===== src/rtl/jtgng_objscan.sv =====
// Per-line sprite list builder: scans object RAM for line N+1 into a ping-pong buffer; JTGNG_OBJSCAN_REVERSE_EN fills slots top-down.
// Latency: one search cen per entry, OBJ_BYTES cens per copied hit; front-buffer read data one cen after {objcnt,pxlcnt}.
// Backpressure: none; all state advances on cen, and HINIT unconditionally restarts the scan.
module jtgng_objscan #(
  parameter int         AW          = 9,
  parameter int         OBJ_BYTES   = 4,
  parameter int         YBYTE       = 2,
  parameter int         OBJMAX      = 'h180,
  parameter int         OBJMAX_LINE = 24,
  parameter int         SPRH        = 16,
  parameter int         VOFS        = 3,
  parameter logic [7:0] FILL        = 8'hf8,
  localparam int        BW          = $clog2(OBJ_BYTES),
  localparam int        OCW         = 5
) (
  input  logic           clk,
  input  logic           rst_n,
  input  logic           cen,
  input  logic           HINIT,
  input  logic           LVBL,
  input  logic [7:0]     V,
  input  logic           flip,
  output logic [7:0]     VF,
  output logic [AW-1:0]  scan_addr,
  input  logic [7:0]     ram_dout,
  input  logic [OCW-1:0] objcnt,
  input  logic [BW-1:0]  pxlcnt,
  output logic [7:0]     objbuf_data,
  output logic           line,
  output logic           ovf
);

  localparam int DEPTH   = 1 << (OCW + BW);
  localparam int SKIP_I  = YBYTE + 1;
  localparam int LASTB_I = OBJ_BYTES - 1;
  localparam int TOP_I   = OBJMAX_LINE - 1;

  localparam logic [AW:0]     Y_OFS    = YBYTE[AW:0];
  localparam logic [AW:0]     ENT_STEP = OBJ_BYTES[AW:0];
  localparam logic [AW:0]     LAST_Y   = OBJMAX[AW:0];
  localparam logic [AW:0]     SKIP     = SKIP_I[AW:0];
  localparam logic [OCW:0]    MAXL     = OBJMAX_LINE[OCW:0];
  localparam logic [OCW-1:0]  TOP      = TOP_I[OCW-1:0];
  localparam logic [BW-1:0]   LASTB    = LASTB_I[BW-1:0];
  localparam logic [7:0]      VOFS8    = VOFS[7:0];
  localparam logic [7:0]      SPRH8    = SPRH[7:0];

  typedef enum logic [1:0] {IDLE, SEARCH, TRANSFER, DONE} state_t;

  state_t          state, state_nx;
  logic [AW:0]     addr, addr_nx;
  logic [OCW:0]    cnt, cnt_nx;
  logic [BW-1:0]   byte_cnt, byte_nx;
  logic            ovf_pending, ovfp_nx;
  logic            last_ent, last_nx;
  logic            we;
  logic            hit;
  logic [7:0]      ydiff;
  logic [OCW-1:0]  wslot;
  logic [OCW+BW-1:0] waddr, raddr;

  logic [7:0] buf_a [0:DEPTH-1];
  logic [7:0] buf_b [0:DEPTH-1];

  assign scan_addr = addr[AW-1:0];

  // Modular distance so sprites straddling line 255/0 still match
  assign ydiff = VF + VOFS8 - ram_dout;
  assign hit   = ydiff < SPRH8;

`ifdef JTGNG_OBJSCAN_REVERSE_EN
  assign wslot = TOP - cnt[OCW-1:0];
`else
  assign wslot = cnt[OCW-1:0];
`endif

  assign waddr = {wslot, byte_cnt};
  assign raddr = {objcnt, pxlcnt};

  always_comb begin
    state_nx = state;
    addr_nx  = addr;
    cnt_nx   = cnt;
    byte_nx  = byte_cnt;
    ovfp_nx  = ovf_pending;
    last_nx  = last_ent;
    we       = 1'b0;
    if (HINIT) begin
      state_nx = LVBL ? SEARCH : IDLE;
      addr_nx  = Y_OFS;
      cnt_nx   = '0;
      byte_nx  = '0;
      ovfp_nx  = 1'b0;
      last_nx  = 1'b0;
    end else begin
      case (state)
        SEARCH: begin
          if (hit) begin
            if (cnt == MAXL) begin
              ovfp_nx  = 1'b1;
              state_nx = DONE;
            end else begin
              state_nx = TRANSFER;
              byte_nx  = '0;
              addr_nx  = addr - Y_OFS;
              last_nx  = addr >= LAST_Y;
            end
          end else if (addr >= LAST_Y) begin
            state_nx = DONE;
          end else begin
            addr_nx = addr + ENT_STEP;
          end
        end
        TRANSFER: begin
          we      = 1'b1;
          byte_nx = byte_cnt + 1'b1;
          addr_nx = addr + 1'b1;
          if (byte_cnt == LASTB) begin
            // addr sits on the entry's last byte; step to the next entry's Y byte
            cnt_nx   = cnt + 1'b1;
            addr_nx  = addr + SKIP;
            state_nx = last_ent ? DONE : SEARCH;
          end
        end
        default: ;
      endcase
    end
  end

  always_ff @(posedge clk or negedge rst_n) begin
    if (!rst_n) begin
      state       <= IDLE;
      addr        <= Y_OFS;
      cnt         <= '0;
      byte_cnt    <= '0;
      ovf_pending <= 1'b0;
      last_ent    <= 1'b0;
      ovf         <= 1'b0;
      line        <= 1'b0;
      VF          <= 8'd0;
    end else if (cen) begin
      state       <= state_nx;
      addr        <= addr_nx;
      cnt         <= cnt_nx;
      byte_cnt    <= byte_nx;
      ovf_pending <= ovfp_nx;
      last_ent    <= last_nx;
      if (HINIT) begin
        line <= ~line;
        VF   <= {8{flip}} ^ V;
        ovf  <= ovf_pending;
      end
    end
  end

  // line=0: A is the back (write) buffer, B the front (read-then-clear) buffer
  always_ff @(posedge clk) begin
    if (cen) begin
      if (!line) begin
        if (we) buf_a[waddr] <= ram_dout;
      end else begin
        buf_a[raddr] <= FILL;
      end
    end
  end

  always_ff @(posedge clk) begin
    if (cen) begin
      if (line) begin
        if (we) buf_b[waddr] <= ram_dout;
      end else begin
        buf_b[raddr] <= FILL;
      end
    end
  end

  always_ff @(posedge clk or negedge rst_n) begin
    if (!rst_n) begin
      objbuf_data <= FILL;
    end else if (cen) begin
      objbuf_data <= line ? buf_a[raddr] : buf_b[raddr];
    end
  end

endmodule


===== config.mk =====
export PLATFORM = sky130hd
export DESIGN_NAME = jtgng_objscan
export DESIGN_NICKNAME = d
export VERILOG_FILES = /design/src/rtl/jtgng_objscan.sv
export SDC_FILE = /design/constraint.sdc
export NUM_CORES = 2
export LEC_CHECK = 0
export ABC_AREA = 0
export CORE_AREA = 4 4 434 436
export CTS_CLUSTER_DIAMETER = 60
export DETAILED_ROUTE_END_ITERATION = 7
export DIE_AREA = 0 0 438 440
export GPL_ROUTABILITY_DRIVEN = 0
export GPL_TIMING_DRIVEN = 0
export PLACE_DENSITY = 0.58
export SLEW_MARGIN = 15
export SYNTH_ARGS = -nofsm -noshare
export SYNTH_HDL_FRONTEND = slang
export SYNTH_SLANG_ARGS = --single-unit
export TNS_END_PERCENT = 5

===== constraint.sdc =====
create_clock -name clk -period 8.55 [get_ports clk]
set_input_delay 1.71 -clock clk [delete_from_list [all_inputs] [get_ports clk]]
set_output_delay 1.71 -clock clk [all_outputs]
set_load 0.05 [all_outputs]

# Yosys cells after proc, flatten, opt, wreduce, memory -nomap -nowiden
# Memories as Yosys holds them, arrays and structs flattened.
# Index checks and enable logic that the tools add are counted.
word_totals:
  regBits: 40
  latchBits: 0
  mem_bits_rw: 2048
  mem_bits_ro: 0
  input_bits: 29
  output_inout_bits: 27
  word_cells: 101
  mem_count: 2
memory_table:
  columns: ["name", "depth", "width", "read_ports", "rd_ports_with_merged_regs", "write_ports", "line_no", "text"]
  rows:
  - ["buf_a", 128, 8, 1, 0, 1, "62", "logic [7:0] buf_a [0:DEPTH-1];"]
  - ["buf_b", 128, 8, 1, 0, 1, "63", "logic [7:0] buf_b [0:DEPTH-1];"]
op_classes:
  addsub: 8
  multipliers: 0
  n_div: 0
  magnitude_cmp: 2
  eq_ne: 11
  n_shift: 0
  n_mux: 51
  bitwise: 2
  reduce_logical: 15
ops:
  columns: ["cell", "count"]
  rows:
  - ["10-bit 2-to-1 mux", 5]
  - ["1-bit 2-to-1 mux", 27]
  - ["8-bit 2-to-1 mux", 3]
  - ["10-bit one-hot mux with 2 select lines", 1]
  - ["4-bit AND reduction", 5]
  - ["6-bit 2-to-1 mux", 3]
  - ["2-bit 2-to-1 mux", 8]
  - ["8-bit OR reduction", 2]
  - ["7-bit 2-to-1 mux", 2]
  - ["4-bit != test, second input constant", 3]
  - ["10-bit by 1-bit adder with 10-bit output, second input constant", 1]
  - ["10-bit by 2-bit adder with 10-bit output, second input constant", 1]
  - ["10-bit by 3-bit adder with 10-bit output, second input constant", 1]
  - ["10-bit by 9-bit greater-or-equal comparator with 1-bit output, second input constant", 1]
  - ["2-bit nonzero test", 5]
  - ["10-bit by 2-bit subtractor with 10-bit output, second input constant", 1]
  - ["3-bit != test, second input constant", 3]
  - ["8-bit by 2-bit adder with 8-bit output, second input constant", 1]
  - ["8-bit by 5-bit < comparator with 1-bit output, second input constant", 1]
  - ["2-bit one-hot mux with 2 select lines", 2]
  - ["8-bit subtractor", 1]
  - ["8-bit bitwise XOR", 1]
  - ["6-bit by 1-bit adder with 6-bit output, second input constant", 1]
  - ["6-bit by 5-bit equality test with 1-bit output, second input constant", 1]
  - ["8 further kinds", 9]

# Depth between registers and ports, before layout
depth:
  ltp_word: 8
  mapped_depth: 14
  ltp_nobuf: 11

# Worst setup path before layout
# OpenSTA, ideal clock, no wires.
synth_path:
  path_type: "input -> register"
  startpoint: "input port cen"
  endpoint: "memory buf_b[0][1] (data pin)"
  setup_ns: 0.798
  arrival_ns: 5.217
  path_slack_ns: 2.535
  cell_stages: 4
  path_buffers: 2
  cell_sequence: "clkbuf_1 > nor2b_1 > clkbuf_1 > nor2_1"
synth_between:
  elab_chain_cells: 4
synth_rtl:
  columns: ["element", "line_no", "text"]
  rows:
  - ["from (decl)", "18", "input logic cen,"]
  - ["1-bit 2-to-1 mux", "168", "if (cen) begin"]
  - ["1-bit 2-to-1 mux (implied by the code)", "172", "buf_b[raddr] <= FILL;"]
  - ["8-bit OR reduction (no line)", null, null]
  - ["8-bit 2-to-1 mux (no line)", null, null]
  - ["to (decl)", "63", null]
# Every way passes these cells.

# Worst setup path in the final report
layout_path:
  startpoint: "input port objcnt[0]"
  endpoint: "memory buf_a[47][1] (enable)"
layout_between:
  elab_chain_cells: 1
layout_rtl:
  columns: ["element", "line_no", "text"]
  rows:
  - ["from (decl)", "26", "input logic [OCW-1:0] objcnt,"]
  - ["7-bit 2-to-1 mux (no line)", null, null]
  - ["to (decl)", "62", null]
# Every way passes these cells.

==> results.md <==
* Area leader, netlist: edfxtp_1
* Startpoint types: input port
* Area Growth Syn to Fin at 14.1%
* Core footprint at 0.185 mm2
* Die H at 440 um
* Syn. warnings at 0
* Hold_ws at a little over 500 ps
* Register area at 0.0625 mm2
* Pre-CTS WS at approximately 23 ps
* Post-cts sizing count at 0
* Worst VDD drop at 0.243 mV
* Clock Tree Buf Depth at 3
* Static Leak at 29.4 nW
* Vias in the first global route at ~43k
* Setup tns final at 0 ps
* Chip Width at 438 um
* Worst slew pin tran at 1440 ps
* WHS Endpoint: ovf
* Hold bufs inserted after CTS at 0
* Fmax at 0.131 GHz
* CTS clk-pin slew, worst paths at ~60 ps
* Worst flop-to-flop path startpoint: line
* Path depth of the worst reg2reg path at 7
* Die area at 0.193 mm2
* Dpl cells at around 6.5k
* Final number of hold-violating endpoints at 0
* R2R Path End: buf_b[26][2]
* H-tree Lvls at 4
* Max FO, Critical Path at 10
* # Max-Cap Violations at 0
* First-pass GRT wire length at 390000 um
* Final setup margin at 894 ps
* Crit path DAT at about 8100 ps
* Routed len/inst at 42.7 um
* Tot GR Track Use at 30.5%
* Non-filler cells, final at just under 7k
* Worst hold path depth at 1
* Top_reg_cell synth: edfxtp_1
* CTS Sinks at 2088
* Worst skew pair latency at 870 ps
* Post-layout util at 51.0%
* Post-synth EDFFs at 2048
* Tmin final at 7660 ps
* Relative slew slack at 4.05%
* Worst Hold Launch: ovf
* DP Area at 0.0874 mm2
* DRT iter0 DRCs at 7957
* Top cells by area, synth: edfxtp_1, mux4_2, nor2_1, dfrtp_1, nand2_1
* Initial cell density of the core at 44.7%
* Pwr Total at 23.9 mW
* Most common cell in the netlist: edfxtp_1
* Post-synthesis cell area at 0.0825 mm2
* Residual DRC at 0
* Port Buf Inserts at 50
* RSZ-0062 raised after global routing: false
* Initial antenna violation count at 14
* Row count at between 150 and 200
* NumNets Final at about 4.2k
* CP required at 9020 ps
* DRT Pass-1 Iters at 8
* CTS tree: yes
* Num CTS Buffers at approximately 210
* IO Count at 56
* Critical path endpoint category: flip-flop
* Gr ovfl total at 0
* Fillers at 14.7k
* DR vias/cell at 6.57
* # Post-CTS Setup Buffers at 0
* Setup violators final at 0
* Vias at 45.1k
* Final instance area at roughly 0.094 mm2
* Mapped Cells at 3884
* Worst hold path type: flip-flop to flip-flop
* Flop2flop setup slack at 3590 ps
* Period utilisation layout at 89.5%
* Detailed Place HPWL at 194000 um
* Outcome: finished, final reports clean
* Post-synthesis sequential area ratio at 75.8%
* Root Buffer: clkbuf_16
* Largest net degree at the start of global routing at 82
* Flops & latches, synth at 2088
* Fin. max-slew vios at 0
* Avg Synthesized Cell Area at 21.2 um2
* Syn nets at 3933
* Unique masters post-synth at 74
* Final ANT Viol Nets at 0
* Synth top cells by count: edfxtp_1, mux4_2, nor2_1
* Ys async rst share at 1.92%
* PwrDens at approximately 250 mW/mm2
* WL final at 293000 um
* Layout cells sized above 1 at approximately a quarter
* Max Clock Skew at 37.7 ps
* Synth top area share at 74.6%
* Critical path class: input port to flip-flop
* Area of the multi-input gates at 0.0188 mm2
[per-layer routing]
| layer | global-route usage [%] | vias to the layer above | wire length (um) | share of wire [%] |
|---|---|---|---|---|
| met4 | 15.4 | 12 | 17800 | 6.1 |
| met1 | 41.0 | 24300 | 107000 | 37 |
| met5 | 0.176 | - | 113 | 0.039 |
| met2 | 45.6 | 3328 | 132000 | 45 |
| met3 | 9.16 | 686 | 36000 | 12 |
| li1 | - | 16800 | - | - |
[how the worst max path moves through the flow]
stage / start / endpoint / slack (ps) / depth (start not counted)
2_1_floorplan: cen / buf_b[0][1] / 2540 / 4
3_3_place_gp: cen / buf_b[0][1] / -1150 / 4
3_5_place_dp: objcnt[0] / buf_a[47][4] / 20 / 11
4_1_cts: objcnt[0] / buf_a[47][1] / 940 / 11
5_1_grt: objcnt[0] / buf_a[45][3] / 1090 / 11
6_report: objcnt[0] / buf_a[47][1] / 890 / 11
[layout make-up]
cell class | instances | share of cell area (%)
antenna | 11 | 0.0292
buffer | 218 | 1.31
clock buffer | 258 | 5.89
clock inverter | 133 | 1.25
inverter | 26 | 0.104
multi-input combinational | 1552 | 20.0
sequential | 2088 | 66.4
tap | 2480 | 3.30
timing repair buffer | 98 | 1.70
[critical path, stage by stage]
cell	delay (ps)
buf_2	310
buf_4	370
buf_2	550
buf_2	760
buf_2	740
buf_2	570
nand2_1	130
o21ai_0	870
nand2_1	470
clkbuf_2	570
nor2_1	980
[logic make-up (layout without fill, tap and decap cells)]
kind of cell | count (synthesis) | in the layout | share of synthesized area (%)
buffers and inverters | 244 | 733 | 1.53
and+or+nand+nor | 618 | 618 | 3.14
xor gates and xnor gates | 13 | 13 | 0.138
other | 0 | 11 | 0
adders and majority gates | 20 | 20 | 0.312
muxes | 675 | 675 | 17.2
AOI/OAI and AO/OA | 226 | 226 | 1.86
DFF | 2088 | 2088 | 75.8
[sequential cells by signal, summed over array words and instances, names as in the netlist]
signal and cells:
ovf 1, objbuf_data 8, byte_cnt 2, VF 8, line 1, buf_b 1024
last_ent 1, ovf_pending 1, addr 10, state 2, cnt 6, buf_a 1024
[report_power, final]
part	leakage, nW	switching (mW)	internal (mW)
clock	3.28	4.03	5.15
combinational	7.29	2.07	0.773
sequential	18.9	0.132	11.8
total	29.4	6.22	17.7
[placed cells by master, fill, tap and decap left out, types with 8 or more instances in the layout]
| master | synthesis | layout |
|---|---|---|
| buf_16 | 0 | 24 |
| o31ai_1 | 9 | 8 |
| nor3_1 | 15 | 15 |
| bufinv_16 | 0 | 18 |
| clkdlybuf4s50_1 | 0 | 49 |
| a31oi_1 | 12 | 12 |
| o211ai_1 | 8 | 8 |
| a21oi_1 | 45 | 45 |
| diode_2 | 0 | 11 |
| dfrtp_1 | 34 | 34 |
| ha_1 | 19 | 19 |
| nand2_4 | 0 | 8 |
| nand3_1 | 34 | 34 |
| o21ai_0 | 45 | 40 |
| buf_12 | 0 | 21 |
| buf_2 | 59 | 82 |
| mux4_2 | 594 | 594 |
| clkinv_1 | 2 | 59 |
| clkbuf_16 | 0 | 215 |
| nor2_1 | 322 | 314 |
| and2_1 | 13 | 9 |
| xnor2_1 | 8 | 8 |
| clkbuf_2 | 0 | 35 |
| nand2b_1 | 14 | 12 |
| o22ai_1 | 14 | 14 |
| a22oi_1 | 10 | 10 |
| mux2_2 | 19 | 19 |
| clkinv_2 | 0 | 37 |
| edfxtp_1 | 2048 | 2048 |
| nor2b_1 | 10 | 10 |
| mux2i_1 | 62 | 62 |
| buf_6 | 20 | 20 |
| buf_4 | 33 | 36 |
| inv_1 | 23 | 23 |
| clkbuf_1 | 80 | 88 |
| a211oi_1 | 9 | 9 |
| a2111oi_0 | 10 | 10 |
| nand2_1 | 172 | 164 |
Note: power is estimated with default switching activity, not from simulation.
